`src/rtl/id_ex_skid_register.sv`:
```
// ID/EX pipeline register with a one-entry skid buffer.
// Handshake outputs are decoded from registered state only, and a saturating counter tracks back-pressure cycles.
module id_ex_skid_register #(
    parameter int unsigned STALL_CNT_W = 16
) (
    input  logic                   clk,
    input  logic                   rst_n,
    input  logic                   in_valid,
    output logic                   in_ready,
    input  logic [31:0]            in_ra,
    input  logic [31:0]            in_rb,
    input  logic [20:0]            in_imm,
    input  logic [2:0]             in_oh_sel,
    input  logic [3:0]             in_alu_op,
    input  logic [4:0]             in_rd,
    input  logic                   in_rf_we,
    input  logic                   flush,
    output logic                   out_valid,
    input  logic                   out_ready,
    output logic [31:0]            out_ra,
    output logic [31:0]            out_rb,
    output logic [20:0]            out_imm,
    output logic [2:0]             out_oh_sel,
    output logic [3:0]             out_alu_op,
    output logic [4:0]             out_rd,
    output logic                   out_rf_we,
    output logic [1:0]             occupancy,
    output logic [STALL_CNT_W-1:0] stall_cnt
);

    typedef struct packed {
        logic [31:0] ra;
        logic [31:0] rb;
        logic [20:0] imm;
        logic [2:0]  oh_sel;
        logic [3:0]  alu_op;
        logic [4:0]  rd;
        logic        rf_we;
    } bundle_t;

    typedef enum logic [1:0] {
        EMPTY = 2'd0,
        ONE   = 2'd1,
        FULL  = 2'd2
    } state_e;

    state_e                 state_q, state_d;
    bundle_t                main_q, main_d;
    bundle_t                skid_q, skid_d;
    bundle_t                in_b;
    logic                   out_valid_q;
    logic                   in_ready_q;
    logic [1:0]             occ_q;
    logic [STALL_CNT_W-1:0] stall_q, stall_d;
    logic                   accept;
    logic                   fire;

    assign in_b = '{ra: in_ra, rb: in_rb, imm: in_imm, oh_sel: in_oh_sel,
                    alu_op: in_alu_op, rd: in_rd, rf_we: in_rf_we};

    assign accept = in_valid & in_ready_q;
    assign fire   = out_valid_q & out_ready;

    always_comb begin
        state_d = state_q;
        main_d  = main_q;
        skid_d  = skid_q;
        stall_d = stall_q;

        case (state_q)
            EMPTY: begin
                if (accept) begin
                    main_d  = in_b;
                    state_d = ONE;
                end
            end
            ONE: begin
                if (accept && fire) begin
                    main_d = in_b;
                end else if (accept) begin
                    skid_d  = in_b;
                    state_d = FULL;
                end else if (fire) begin
                    state_d = EMPTY;
                end
            end
            FULL: begin
                if (fire) begin
                    main_d  = skid_q;
                    state_d = ONE;
                end
            end
            default: state_d = EMPTY;
        endcase

        // Flush drops only the valid state; payload registers keep their contents.
        if (flush) begin
            state_d = EMPTY;
            main_d  = main_q;
            skid_d  = skid_q;
        end

        if (out_valid_q && !out_ready && (stall_q != '1)) begin
            stall_d = stall_q + {{(STALL_CNT_W-1){1'b0}}, 1'b1};
        end
    end

    always_ff @(posedge clk or negedge rst_n) begin
        if (!rst_n) begin
            state_q     <= EMPTY;
            main_q      <= '0;
            skid_q      <= '0;
            out_valid_q <= 1'b0;
            in_ready_q  <= 1'b1;
            occ_q       <= 2'd0;
            stall_q     <= '0;
        end else begin
            state_q     <= state_d;
            main_q      <= main_d;
            skid_q      <= skid_d;
            out_valid_q <= (state_d != EMPTY);
            in_ready_q  <= (state_d != FULL);
            occ_q       <= (state_d == FULL) ? 2'd2 : ((state_d == ONE) ? 2'd1 : 2'd0);
            stall_q     <= stall_d;
        end
    end

    assign out_valid  = out_valid_q;
    assign in_ready   = in_ready_q;
    assign occupancy  = occ_q;
    assign stall_cnt  = stall_q;
    assign out_ra     = main_q.ra;
    assign out_rb     = main_q.rb;
    assign out_imm    = main_q.imm;
    assign out_oh_sel = main_q.oh_sel;
    assign out_alu_op = main_q.alu_op;
    assign out_rd     = main_q.rd;
    assign out_rf_we  = main_q.rf_we;

endmodule
```
`config.mk`:
```
export PLATFORM = sky130hd
export DESIGN_NAME = id_ex_skid_register
export DESIGN_NICKNAME = d
export VERILOG_FILES = /design/src/rtl/id_ex_skid_register.sv
export SDC_FILE = /design/constraint.sdc
export NUM_CORES = 1
export LEC_CHECK = 0
export ABC_CLOCK_PERIOD_IN_PS = 2490
export CAP_MARGIN = 20
export CORE_UTILIZATION = 50
export CTS_CLUSTER_SIZE = 25
export DETAILED_ROUTE_END_ITERATION = 7
export PLACE_DENSITY = 0.8
export SKIP_LAST_GASP = 1
export SLEW_MARGIN = 40
export SYNTH_ARGS = -nofsm -noshare
export SYNTH_HDL_FRONTEND = slang
export SYNTH_SLANG_ARGS = --single-unit
```
`constraint.sdc`:
```
create_clock -name clk -period 2.49 [get_ports clk]
set_input_delay 0.6225 -clock clk [delete_from_list [all_inputs] [get_ports clk]]
set_output_delay 0.6225 -clock clk [all_outputs]
set_load 0.01 [all_outputs]
```
Word level (Yosys, flattened, before mapping)
Index checks and enable logic that the tools add are counted.

Bits in registers: 218. Input port bits: 103. Output and inout port bits: 118. Logic and storage cells: 55.

Add/sub/neg operators: 1. Equality and inequality tests: 9. Mux-type cells: 13. Bitwise gates (word level): 4. Reduce and logical (&&, ||, !) cells: 9.

Operators by type and width (number): $mux 98 (3); $pmux 98 s3 (1); $add 16x1->16 const B (1); $ne 16x16->1 const B (1); $mux 2 (7); $ne 2x2->1 const B (4); $pmux 2 s3 (1); $reduce_and 5->1 (1); $eq 2x1->1 const B (2); $eq 2x2->1 const B (2); $reduce_and 4->1 (1); $logic_and 1x1->1 (3); $reduce_bool 3->1 (1); $and 1x1->1 (2); $logic_not 2->1 (1); $not 1->1 (2); $reduce_bool 2->1 (1); $logic_not 1->1 (1); $mux 1 (1).

Longest topological paths before layout
Gate-level depths: netlist of run 1.

Depth after elaboration: 9. Depth in mapped cells: 7. Gate-level depth less buffers: 5.

Worst setup path before layout of run 1
No wires, ideal clock.

Kind: input to register. Start point: input flush. End point: register skid_q[77] (netlist name). Library setup time: 0.125 ns. Data arrival time: 1.966 ns. Path slack: 0.399 ns. Stages on the path: 6. Buffers on the path: 4. Path through: buf_2 -> or4_4 -> buf_6 -> buf_6 -> buf_6 -> mux2_4.

Longest elaborated chain between the ends: 2.

Ends and longest elaborated chain: start: declaration (RTL line 17) `input logic flush,`; $not 1->1 (no source line); $reduce_and 4->1 (no source line); end signal: assignment (RTL line 120) `skid_q <= skid_d;`; end: declaration (RTL line 49) `bundle_t skid_q, skid_d;`.

No other way between the ends. A chain may end at the register's enable or synchronous reset.

Final worst setup path of run 1
Start point: register in_ready_q, in the netlist in_ready. End point: output in_ready.

RTL lines: start: declaration (RTL line 52) `logic in_ready_q;`; start signal: assignment (RTL line 122) `in_ready_q <= (state_d != FULL);`; end: declaration (RTL line 9) `output logic in_ready,`.

No word-level cell between the ends.

==> impl_metrics.yaml, run 1 <==
sta:
  hold_viol: 0
  skew_ps: 7.89
  grt_setup_unrepaired: "no"
  tightest_slew_ps: 572
  slew_headroom: 0.619
  fmax_mhz: 440
  whs_ps: 75.8
  post-route-period-util: 0.914
  period_needed_ps: 2270
  setup_viol_count_final: 0
  finalMaxSlewViolations: 0
placement:
  placed_cells: 1277
  post-dp-hpwl_mm: 14.6
  gp_congestion: 0.830
  numPortBuffers: 220
logic_synthesis:
  synth.net_count: 941
  syn_inst: 837
  syn_avg_cell_area_um2: 11.5
  syn-cell-area_um2: 9640
  synth.distinct_cells: 41
  yosysMostFrequentCell: "nand2_1"
  yosys-top-cells-area: "dfrtp_1 (56%), mux2_2 (19%), nand2_1 (12%)"
  synth_sequential_area_ratio: 0.566
  synth_edf_count: 0
  async_reset_ff_frac: 1.00
  ys_warn_count: 0
  synth_top_area_frac: 0.563
  ys.flop_type: "dfrtp_1"
  yosys_register_bits: 218
  ys_top_cells_by_count: "nand2_1 (306), dfrtp_1 (217), mux2_2 (162)"
  yosys.area.top_type: "dfrtp_1"
route:
  vias_per_cell: 5.23
  drc_errors: 0
  drt_iter0_markers: 193
  wl_per_cell_um: 17.0
  ant_nets: 0
  vias: 6898
  drtPass1Iterations: 5
  routed_wirelength_mm: 22.4
global_routing:
  track_usage: 0.233
  grt-ovfl-total: 0
  grt_max_degree: 101
  grt_pass1_wl_mm: 36.9
  grt_pass1_vias: 7264
  antenna_found_initial: 0
final_layout:
  fin_cells: 1319
  nets: 1173
  drive_gt1_frac: 0.242
  diodes: 0
  area_delta_synth_final_pct: 36.4
  fin_util: 0.700
setup_path:
  worstPathMaxFanout: 4
  crit_path_start_kind: "flip-flop"
  cp_slowest_cell: "clkdlybuf4s50_1"
  r2r_slack_ps: 550
  path_buf_inv: 1
  cp_cell_sequence: "clkdlybuf4s50_1"
  slowest_delay_ps: 590
  critPathRequiredTime_ps: 1870
  end_kind: "output port"
  crit_family: "buffers and inverters"
  critPathKind: "reg2out"
  crit_arrival_ps: 1650
floorplanning:
  core_area_um2: 18800
  rows: 50
  fp.dieArea_um2: 19800
  start_util: 0.513
  fp.dieH_um: 141
  die_x_um: 141
  ios: 221
power_and_ir_drop:
  clockPowerShare: 0.285
  switching_share: 0.269
  p_int_uw: 9270
  vdd_drop_max_uv: 647
  pwr-share-comb: 0.280
  switching_power_uw: 3400
  powerDensity_nw_per_um2: 965
  p_seq_frac: 0.435
  total_power_uw: 12700
  leakage_uw: 0.00606
run:
  maxCapViolCount: 0
cts:
  cts_buffers: 24
  cts_resized: 0
  cts_tree: "yes"
  clk_latency_ps: 510
  clk_pin_slew_ps: 60
  root_buffer: "clkbuf_16"
  htreeDepth: 1
  clk_path_buf_depth: 3
  post_cts.repair.setup_buffers: 0
  hold_buffers: 0
  numClockSinks: 218
status:
  outcome: "finished, final reports clean"
hold_path:
  hold_path_class: "in2async"
per-layer routing:
metal  track usage  vias up  part of all wire
li1              -     3250                 -
met1         0.289     3405              0.42
met2         0.393      197              0.48
met3        0.0639       46             0.068
met4        0.0807        0             0.032
met5             0        -                 0
logic make-up after synthesis:
kind of cell	after synthesis	share of synthesized area
xor gates and xnor gates	6	0.00545
AOI/OAI and AO/OA	14	0.0100
buffers and inverters	47	0.0247
DFF	218	0.566
adders and majority gates	1	0.00130
and+or+nand+nor	348	0.147
muxes	203	0.245
path summary, 6_finish.rpt:
check | from | end | cells past startpoint
worst max-delay path | in_ready | in_ready | 1
worst min-delay path | rst_n | out_rb[4] | 1
worst max register to register | in_ready | out_rb[14] | 6
worst min register to register | out_rb[5] | out_rb[5] | 1
max in group asynchronous | rst_n | out_imm[1] | 2
min in group clk | out_rb[5] | out_rb[5] | 1
sequential cells by signal, indices dropped and copies added (netlist names), 2 cells and up:
register	count
state_q	2
out_ra	32
out_alu_op	4
out_rb	32
out_rd	5
stall_cnt	16
skid_q	98
out_oh_sel	3
occupancy	2
out_imm	21
placed cells by master, fill, tap and decap left out, types with 3 or more instances in the layout:
cell type,count
nor2_1,11
mux2_1,20
nor3_1,3
mux2_2,162
buf_12,14
inv_1,3
clkbuf_8,6
clkdlybuf4s50_1,219
nand4_1,5
nand3_1,5
clkinv_2,6
o21ai_0,4
mux2_4,20
nand2_1,306
buf_4,16
xor2_1,6
clkbuf_16,25
dfrtp_1,217
cell type report:
type	instances	area, µm²
Clock buffer	33	716
Clock inverter	9	97.6
Fill cell	1348	5620
Inverter	3	11.3
Multi-Input combinational cell	572	3960
Sequential cell	218	5460
Tap cell	234	293
Timing Repair Buffer	250	2610
power groups by stage:
stage               clock network, µW  logic, µW  registers, µW
floorplan                           0       1510           5670
global placement                    0       3470           5490
detailed placement                  0       3560           5550
CTS                              3690       3590           5520
global route                     3840       3810           5680
finish                           3620       3540           5520
stage by stage:
stage	setup TNS [ps]	setup slack [ps]	area [µm²]
2_1_floorplan	0	399	9640
3_3_place_gp	-1180	-24.5	12300
3_5_place_dp	-5650	-84.5	12300
4_1_cts	0	194	13100
5_1_grt	0	178	13100
6_report	0	215	13100
No activity file was read; power rests on OpenSTA's default activity.
==> run 2: changes to the inputs <==
--- a/config.mk
+++ b/config.mk
@@ -8,7 +8,6 @@
 export ABC_CLOCK_PERIOD_IN_PS = 2490
 export CAP_MARGIN = 20
 export CORE_UTILIZATION = 50
-export CTS_CLUSTER_SIZE = 25
 export DETAILED_ROUTE_END_ITERATION = 7
 export PLACE_DENSITY = 0.8
 export SKIP_LAST_GASP = 1
==> results of run 2 <==
Same layout as run 1: the final DEF is identical, and so are final timing and power.
==> run 3: changes to the inputs <==
--- a/config.mk
+++ b/config.mk
@@ -6,9 +6,9 @@
 export NUM_CORES = 1
 export LEC_CHECK = 0
 export ABC_CLOCK_PERIOD_IN_PS = 2490
-export CAP_MARGIN = 20
 export CORE_UTILIZATION = 50
 export DETAILED_ROUTE_END_ITERATION = 7
+export HOLD_SLACK_MARGIN = 0.15
 export PLACE_DENSITY = 0.8
 export SKIP_LAST_GASP = 1
 export SLEW_MARGIN = 40
==> run 3 against run 2 <==
Compared with the run above: die area stayed put; sequential share of layout area about the same; non-clock buffer count up 1; clock skew is essentially flat; sequential power hardly changed; clock power barely moved; critical path type unchanged; utilization is 0.053 points higher; largest power group unchanged; register-to-register slack barely moved; total power barely moved; highest routed layer unchanged; design area about the same; critical path depth is the same.
==> impl_metrics.yaml, run 3 (synthesis gave the netlist of run 1 again) <==
sta:
  tightest_slew_ps: 569
  post-route-period-util: 0.914
  hold_viol: 0
  fin_ws_ps: 214
  finalMaxSlewViolations: 0
  period_needed_ps: 2280
  slew_headroom: 0.621
  skew_ps: 7.89
  fmax_mhz: 439
  setup_viol_count_final: 0
  grt_setup_unrepaired: "no"
  setup-tns-final_ps: 0
final_layout:
  nets: 1174
  mostFrequentLayoutCells: "nand2_1 (306), clkdlybuf4s50_1 (219), dfrtp_1 (217)"
  area_delta_synth_final_pct: 36.5
  fin_util: 0.701
  diodes: 0
  final_common_cell: "nand2_1"
  largest_reg_flops: 98
  fin_cells: 1320
  drive_gt1_frac: 0.242
  regMostFlops: "skid_q"
setup_path:
  crit_path_start_kind: "flip-flop"
  crit_family: "buffers and inverters"
  path_buf_inv: 1
  cp_cell_sequence: "clkdlybuf4s50_1"
  cp_slowest_cell: "clkdlybuf4s50_1"
  end_kind: "output port"
  critPathRequiredTime_ps: 1870
  r2r-end: "out_rb[14]"
  rr_startpoint: "in_ready"
  r2r_slack_ps: 550
  critPathKind: "reg2out"
  crit_arrival_ps: 1650
  worstPathMaxFanout: 4
  rr_worst_depth: 6
  slowest_delay_ps: 590
placement:
  dp_slack_ps: -84.5
  post-dp-hpwl_mm: 14.6
  numPortBuffers: 220
  gp_congestion: 0.830
  placed_cells: 1277
power_and_ir_drop:
  leakage_uw: 0.00607
  pwr-share-comb: 0.280
  total_power_uw: 12700
  p_int_uw: 9280
  powerDensity_nw_per_um2: 964
  switching_share: 0.268
  switching_power_uw: 3400
  clockPowerShare: 0.285
  p_seq_frac: 0.435
  vdd_drop_max_uv: 647
route:
  wl_per_cell_um: 17.0
  vias_per_cell: 5.22
  ant_nets: 0
  drtPass1Iterations: 5
  routed_wirelength_mm: 22.4
  vias: 6893
  drc_errors: 0
  drt_iter0_markers: 195
cts:
  root_buffer: "clkbuf_16"
  htreeDepth: 1
  clk_path_buf_depth: 3
  cts_tree: "yes"
  clk_pin_slew_ps: 60
  clk_latency_ps: 510
  numClockSinks: 218
  cts_buffers: 24
hold_path:
  hp-start: "out_rb[5]"
  min_path_cells: 1
  hold_path_class: "reg2reg"
  hold_path_end: "out_rb[5]"
status:
  outcome: "finished, final reports clean"
global_routing:
  grt_pass1_vias: 7276
  antenna_found_initial: 0
  grt-ovfl-total: 0
  grt_max_degree: 101
  grt_pass1_wl_mm: 36.9
  track_usage: 0.233
floorplanning:
  core_area_um2: 18800
  ios: 221
  die_x_um: 141
  fp.dieArea_um2: 19800
  rows: 50
  fp.dieH_um: 141
  start_util: 0.513
run:
  maxCapViolCount: 0
[run 3: changes by cell type in the layout (fill, tap and decap cells not counted), sizes merged]
cell	previous run	this run
dlygate4sd3	0	1
[run 3: layout make-up]
| cell class | count | area [µm²] |
|---|---|---|
| inverter | 3 | 11.3 |
| fill | 1347 | 5610 |
| timing repair buffer | 251 | 2620 |
| clock buffer | 33 | 716 |
| sequential | 218 | 5460 |
| multi-input combinational | 572 | 3960 |
| tap | 234 | 293 |
| clock inverter | 9 | 97.6 |
[run 3: per-layer routing]
| metal | GRT usage | vias up | wire [µm] |
|---|---|---|---|
| met3 | 0.0639 | 46 | 1560 |
| met4 | 0.0807 | 0 | 717 |
| met5 | 0 | - | 0 |
| li1 | - | 3253 | - |
| met2 | 0.393 | 201 | 10800 |
| met1 | 0.289 | 3393 | 9380 |
[run 3: worst max path at each step]
stage | endpoint | slack, ps | depth (start not counted) | from
final | in_ready | 210 | 1 | in_ready
after global routing | in_ready | 180 | 1 | in_ready
after floorplan | skid_q[77] | 400 | 6 | flush
after CTS | in_ready | 190 | 1 | in_ready
after detailed placement | out_imm[11] | -80 | 7 | out_ready
after global placement | out_imm[7] | -20 | 7 | out_ready
[run 3: repair_timing]
action                    in CTS  in global routing
hold buffers                   1                  0
buffers inserted               0                  0
hold endpoints to repair      61                  0
resized for setup              0                  0
[run 3: stage by stage]
step,hold WS [ps],area [µm²]
finish,482,13200
global route,498,13200
CTS,488,13200
detailed placement,475,12300
global placement,468,12300
floorplan,327,9640
[run 3: power groups by stage]
stage | Sequential (µW) | Combinational [µW] | Clock, µW
final | 5520 | 3540 | 3620
after global routing | 5680 | 3810 | 3840
after CTS | 5520 | 3590 | 3690
after detailed placement | 5550 | 3560 | 0
after global placement | 5490 | 3470 | 0
after floorplan | 5670 | 1510 | 0
==> variant 1: new RTL, config.mk and constraints of run 2 <==
Reset style: synchronous (`rst_n`), changed in one clocked block.
--- a/src/rtl/id_ex_skid_register.sv
+++ b/src/rtl/id_ex_skid_register.sv
@@ -105,7 +105,7 @@
         end
     end
 
-    always_ff @(posedge clk or negedge rst_n) begin
+    always_ff @(posedge clk) begin
         if (!rst_n) begin
             state_q     <= EMPTY;
             main_q      <= '0;
Formal check against the unedited RTL: differs if rst_n is asserted again (counterexample within 4 cycles, from zero or initial values and one cycle with rst_n low); with rst_n held inactive, the same outputs for 4 cycles.
==> variant 1 against run 2 <==
Synthesized area fell by 7.2%. Register-to-register slack worse by 120 ps. Clock skew up 1.7 ps. Wire length grew 9.2%. Sequential cell count is the same. Final area fell by 6.4%. Setup slack worse by 46 ps. Critical path type unchanged.
Power is not compared: it rests on default switching activity, and its combinational part moved more than twofold at a synthesized area within 25%.
==> variant 1: results (changes against run 2) <==
stage	metric	value	unit	change
setup_path	cp.arrival	1700	ps	+50 ps
setup_path	timing.critical_path.fanout_max	11		+7
logic_synthesis	yosys-top-cells-count	dfxtp_1 (218), a21oi_1 (210), nand2_1 (205)		
grt	first_pass_grt_wire_length	38300	um	+3.8%
timing	worst_slew_pin_slew	458	ps	-114 ps
logic_synthesis	ys_types	38		-7.3%
clock_tree	clock_tree.htree_level_count	1		unchanged
logic_synthesis	yosysWarningCount	0		unchanged
setup_path	critical_path.max_stage_delay	620	ps	+30 ps
setup_path	reg2reg_depth	5		-1
finish	final_net_count	1286		+9.6%
placed_design	place_congestion	0.816		-1.7%
logic_synthesis	synth_top_cells_by_area	dfxtp_1 (49%), a21oi_1 (12%), mux2i_1 (11%)		
min_path	worst_hold_path_type	reg -> reg		
grt	grt.total_usage	0.257		+0.0243
run_status	run_status	finished clean		
routing	detail_route.vias_per_cell	5.69		+8.9%
placed_design	buffer_ports.inserted	220		unchanged
routing	drt_iter0_markers	498		+160%
finish	drive_above_1_share	0.0818		-0.161
logic_synthesis	synth_sequential_area_ratio	0.488		-0.0782
logic_synthesis	synth.net_count	1103		+17%
placed_design	detail_placement_hpwl	15000	um	+2.9%
grt	maximum_number_of_pins_on_one_net_before_global_route_repair	57		-44%
placed_design	place_worst_setup_slack	-30.1	ps	+54.4 ps
timing	worst_clock_skew	9.57	ps	+1.68 ps
routing	routed_wirelength	24500	um	+9.2%
logic_synthesis	async_flop_share	0		-1.00
grt	number_of_global_route_vias_before_repair	7681		+5.7%
==> variant 1: cell count changes in the layout (fill, tap and decap cells not counted), sizes merged, moves of 10 or more <==
| cell | change |
|---|---|
| dfxtp | +218 |
| dfrtp | -217 |
| a21oi | +208 |
| mux2 | -202 |
| nand2 | -101 |
| mux2i | +100 |
| a211oi | +96 |
| or3 | +10 |
==> variant 1: power breakdown <==
| group | switching [uW] | internal (uW) |
|---|---|---|
| clock | 1400 | 2270 |
| combinational | 506 | 556 |
| sequential | 87.8 | 3630 |
| total | 1990 | 6460 |
==> variant 1: metrics by stage <==
stage	power [uW]	TNS [ps]	area, sq um	util	instances
after floorplan	4270	0	8940	-	999
final	8450	0	12300	0.709	1423
after CTS	8500	0	12300	0.709	1423
after detailed placement	4850	-80.8	11500	0.661	1381
after global routing	8730	0	12300	0.709	1423
after global placement	4830	0	11500	0.661	1381
==> variant 1: cells by family after synthesis <==
family	share of synthesized area
AO/OA/AOI/OAI	0.226
AND/OR/NAND/NOR	0.123
flip-flops	0.488
multiplexers	0.113
buffers and inverters	0.0480
XOR/XNOR	0.000979
adder cells (fa/ha/maj)	0.00140
==> variant 1: final timing paths <==
check	startpoint	endpoint	slack, ps
max	out_valid	out_valid	170
min	skid_q[80]	skid_q[80]	450
max reg2reg	stall_cnt[0]	stall_cnt[14]	430
min reg2reg	skid_q[80]	skid_q[80]	450
==> variant 1: cell type report <==
cell class | instances | area [sq um]
clock buffer | 36 | 747
clock inverter | 6 | 86.3
fill | 1372 | 5060
inverter | 7 | 31.3
multi-input combinational | 684 | 4180
sequential | 218 | 4360
tap | 225 | 282
timing repair buffer | 247 | 2610
==> variant 1: metal layers <==
metal	part of all wire	vias to the layer above	track usage	routed length, um
li1	-	3905	-	-
met1	0.43	3836	0.333	10500
met2	0.47	295	0.414	11500
met3	0.063	67	0.0531	1540
met4	0.037	0	0.110	916
met5	0	-	0	0
==> variant 2: new RTL, settings of run 2 <==
Without the edit above. `STALL_CNT_W`: 16 -> 18.
--- a/src/rtl/id_ex_skid_register.sv
+++ b/src/rtl/id_ex_skid_register.sv
@@ -1,7 +1,7 @@
 // ID/EX pipeline register with a one-entry skid buffer.
 // Handshake outputs are decoded from registered state only, and a saturating counter tracks back-pressure cycles.
 module id_ex_skid_register #(
-    parameter int unsigned STALL_CNT_W = 16
+    parameter int unsigned STALL_CNT_W = 18
 ) (
     input  logic                   clk,
     input  logic                   rst_n,
Interface: changed (resized stall_cnt); port bits go from 221 to 223. The function was not compared with the original's and may differ.
==> variant 2 against run 2 <==
Synthesized area hardly changed. Power is 1.8% higher. Setup slack better by 64 ps. Clock power decreased by 6.4%. Final area up 0.29%. Largest cell class unchanged. Wire length grew 1.2%. Sequential cell count rose by 2. Count of clock-buffer cells in the layout is 3 higher.
==> variant 2: results (changes against run 2) <==
stage	metric	value	unit	change
placed_design	buffer_ports.inserted	222		+0.91%
setup_path	crit_family	buffers and inverters		
placed_design	place_congestion	0.779		-6.2%
run_status	run_status	finished clean		
grt	number_of_global_route_vias_before_repair	7318		+0.74%
clock_tree	number_of_post_cts_setup_repair_buffers	0		unchanged
finish	num_antenna_cells	0		unchanged
clock_tree	clock_latency_of_the_later_clocked_register_in_the_worst_skew_pair	500	ps	
placed_design	detail_placement_hpwl	15000	um	+2.7%
logic_synthesis	synth_sequential_area_ratio	0.571		+0.00475
logic_synthesis	synth_top_cells_by_area	dfrtp_1 (57%), mux2_2 (21%), nand2_1 (12%)		
clock_tree	cts.root.buffer_cell	clkbuf_16		
clock_tree	post_cts_resize_count	0		unchanged
clock_tree	clock_path_buffers	3		unchanged
finish	register_containing_the_most_flip_flops_in_the_final_layout	skid_q		
finish	largest_register_ffs	98		unchanged
setup_path	reg2reg_depth	5		-1
setup_path	timing.critical_path.fanout_max	3		-1
routing	detail_route.first_pass.iterations	4		-1
setup_path	cp.arrival	1590	ps	-60 ps
timing	worst_clock_skew	8.23	ps	+0.334 ps
power	worst_ir_drop_vdd	0.651	mV	+0.60%
setup_path	critical_path.max_stage_delay	560	ps	-30 ps
logic_synthesis	synth.net_count	947		+0.64%
finish	final_net_count	1184		+0.94%
routing	routed_wirelength	22700	um	+1.2%
clock_tree	clock_tree.htree_level_count	1		unchanged
logic_synthesis	ys.flop_type	dfrtp_1		
routing	drt_iter0_markers	304		+58%
placed_design	place_worst_setup_slack	22.9	ps	+107 ps
timing	timing.max_slew.rel_slack	0.563		-0.0552
power	power.static_leakage	0.00592	uW	-2.4%
grt	grt.total_usage	0.236		+0.00287
clock_tree	cts.reportedPaths.clkPinSlew	60	ps	about the same
logic_synthesis	ys_types	45		+9.8%
grt	grt_antenna_before_repair	0		unchanged
clock_tree	cts_inserted_buffers	23		-4.2%
routing	detail_route.vias_per_cell	5.19		-0.72%
logic_synthesis	yosysWarningCount	0		unchanged
logic_synthesis	yosys-top-cells-count	nand2_1 (305), dfrtp_1 (219), mux2_2 (179)		
min_path	worst_hold_path_type	in -> async		
setup_path	critical_path.slowest_cell	clkdlybuf4s50_1		
grt	first_pass_grt_wire_length	37300	um	+1.3%
logic_synthesis	async_flop_share	1.00		unchanged
grt	maximum_number_of_pins_on_one_net_before_global_route_repair	67		-34%
finish	drive_above_1_share	0.236		-0.00635
==> variant 2: worst paths after layout <==
check,startpoint,end,slack (ps)
setup / recovery,in_ready,in_ready,280
hold / removal,rst_n,stall_cnt[15],30
setup reg to reg,stall_cnt[0],stall_cnt[16],540
hold reg to reg,skid_q[86],skid_q[86],490
max in group asynchronous,rst_n,out_rb[29],1750
min in group clk,skid_q[86],skid_q[86],490
==> variant 2: power by group <==
group          leakage, uW  switching (uW)  internal (uW)
combinational      0.00289            1410           2360
clock             0.000361            1360           2030
sequential         0.00266             783           4960
==> variant 2: through the flow <==
step                      hold slack (ps)  total power (uW)  utilization  area [sq um]  std cells
after floorplan                       327              7490            -          9640        843
after global placement                467              9360        0.661         12400       1315
after detailed placement              475              9570        0.661         12400       1315
after CTS                            26.9             13000        0.700         13200       1353
after global routing                 32.3             13600        0.700         13200       1353
final                                25.2             12900        0.700         13200       1353
==> variant 2: routing by layer <==
layer  vias to the layer above  routed length, um  GRT usage
li1                       3289                  -          -
met1                      3491               9720      0.307
met2                       213              10800      0.390
met3                        32               1900     0.0717
met4                         0                336     0.0492
met5                         -                  0          0
==> variant 2: kinds of logic after synthesis <==
kind of cell             share of synthesized area
AND/OR/NAND/NOR                              0.147
flip-flops                                   0.571
multiplexers                                 0.232
buffers and inverters                       0.0222
AO/OA/AOI/OAI                               0.0170
XOR/XNOR                                   0.00908
adder cells (fa/ha/maj)                    0.00130
==> variant 2: layout make-up <==
class                   count  area, sq um
clock inverters             2         37.5
multi-input cells         577         3950
clock buffers              36          704
flip-flops and latches    220         5510
well taps                 260          325
repair buffers            255         2650
inverters                   3         11.3
fillers                  1361         5650
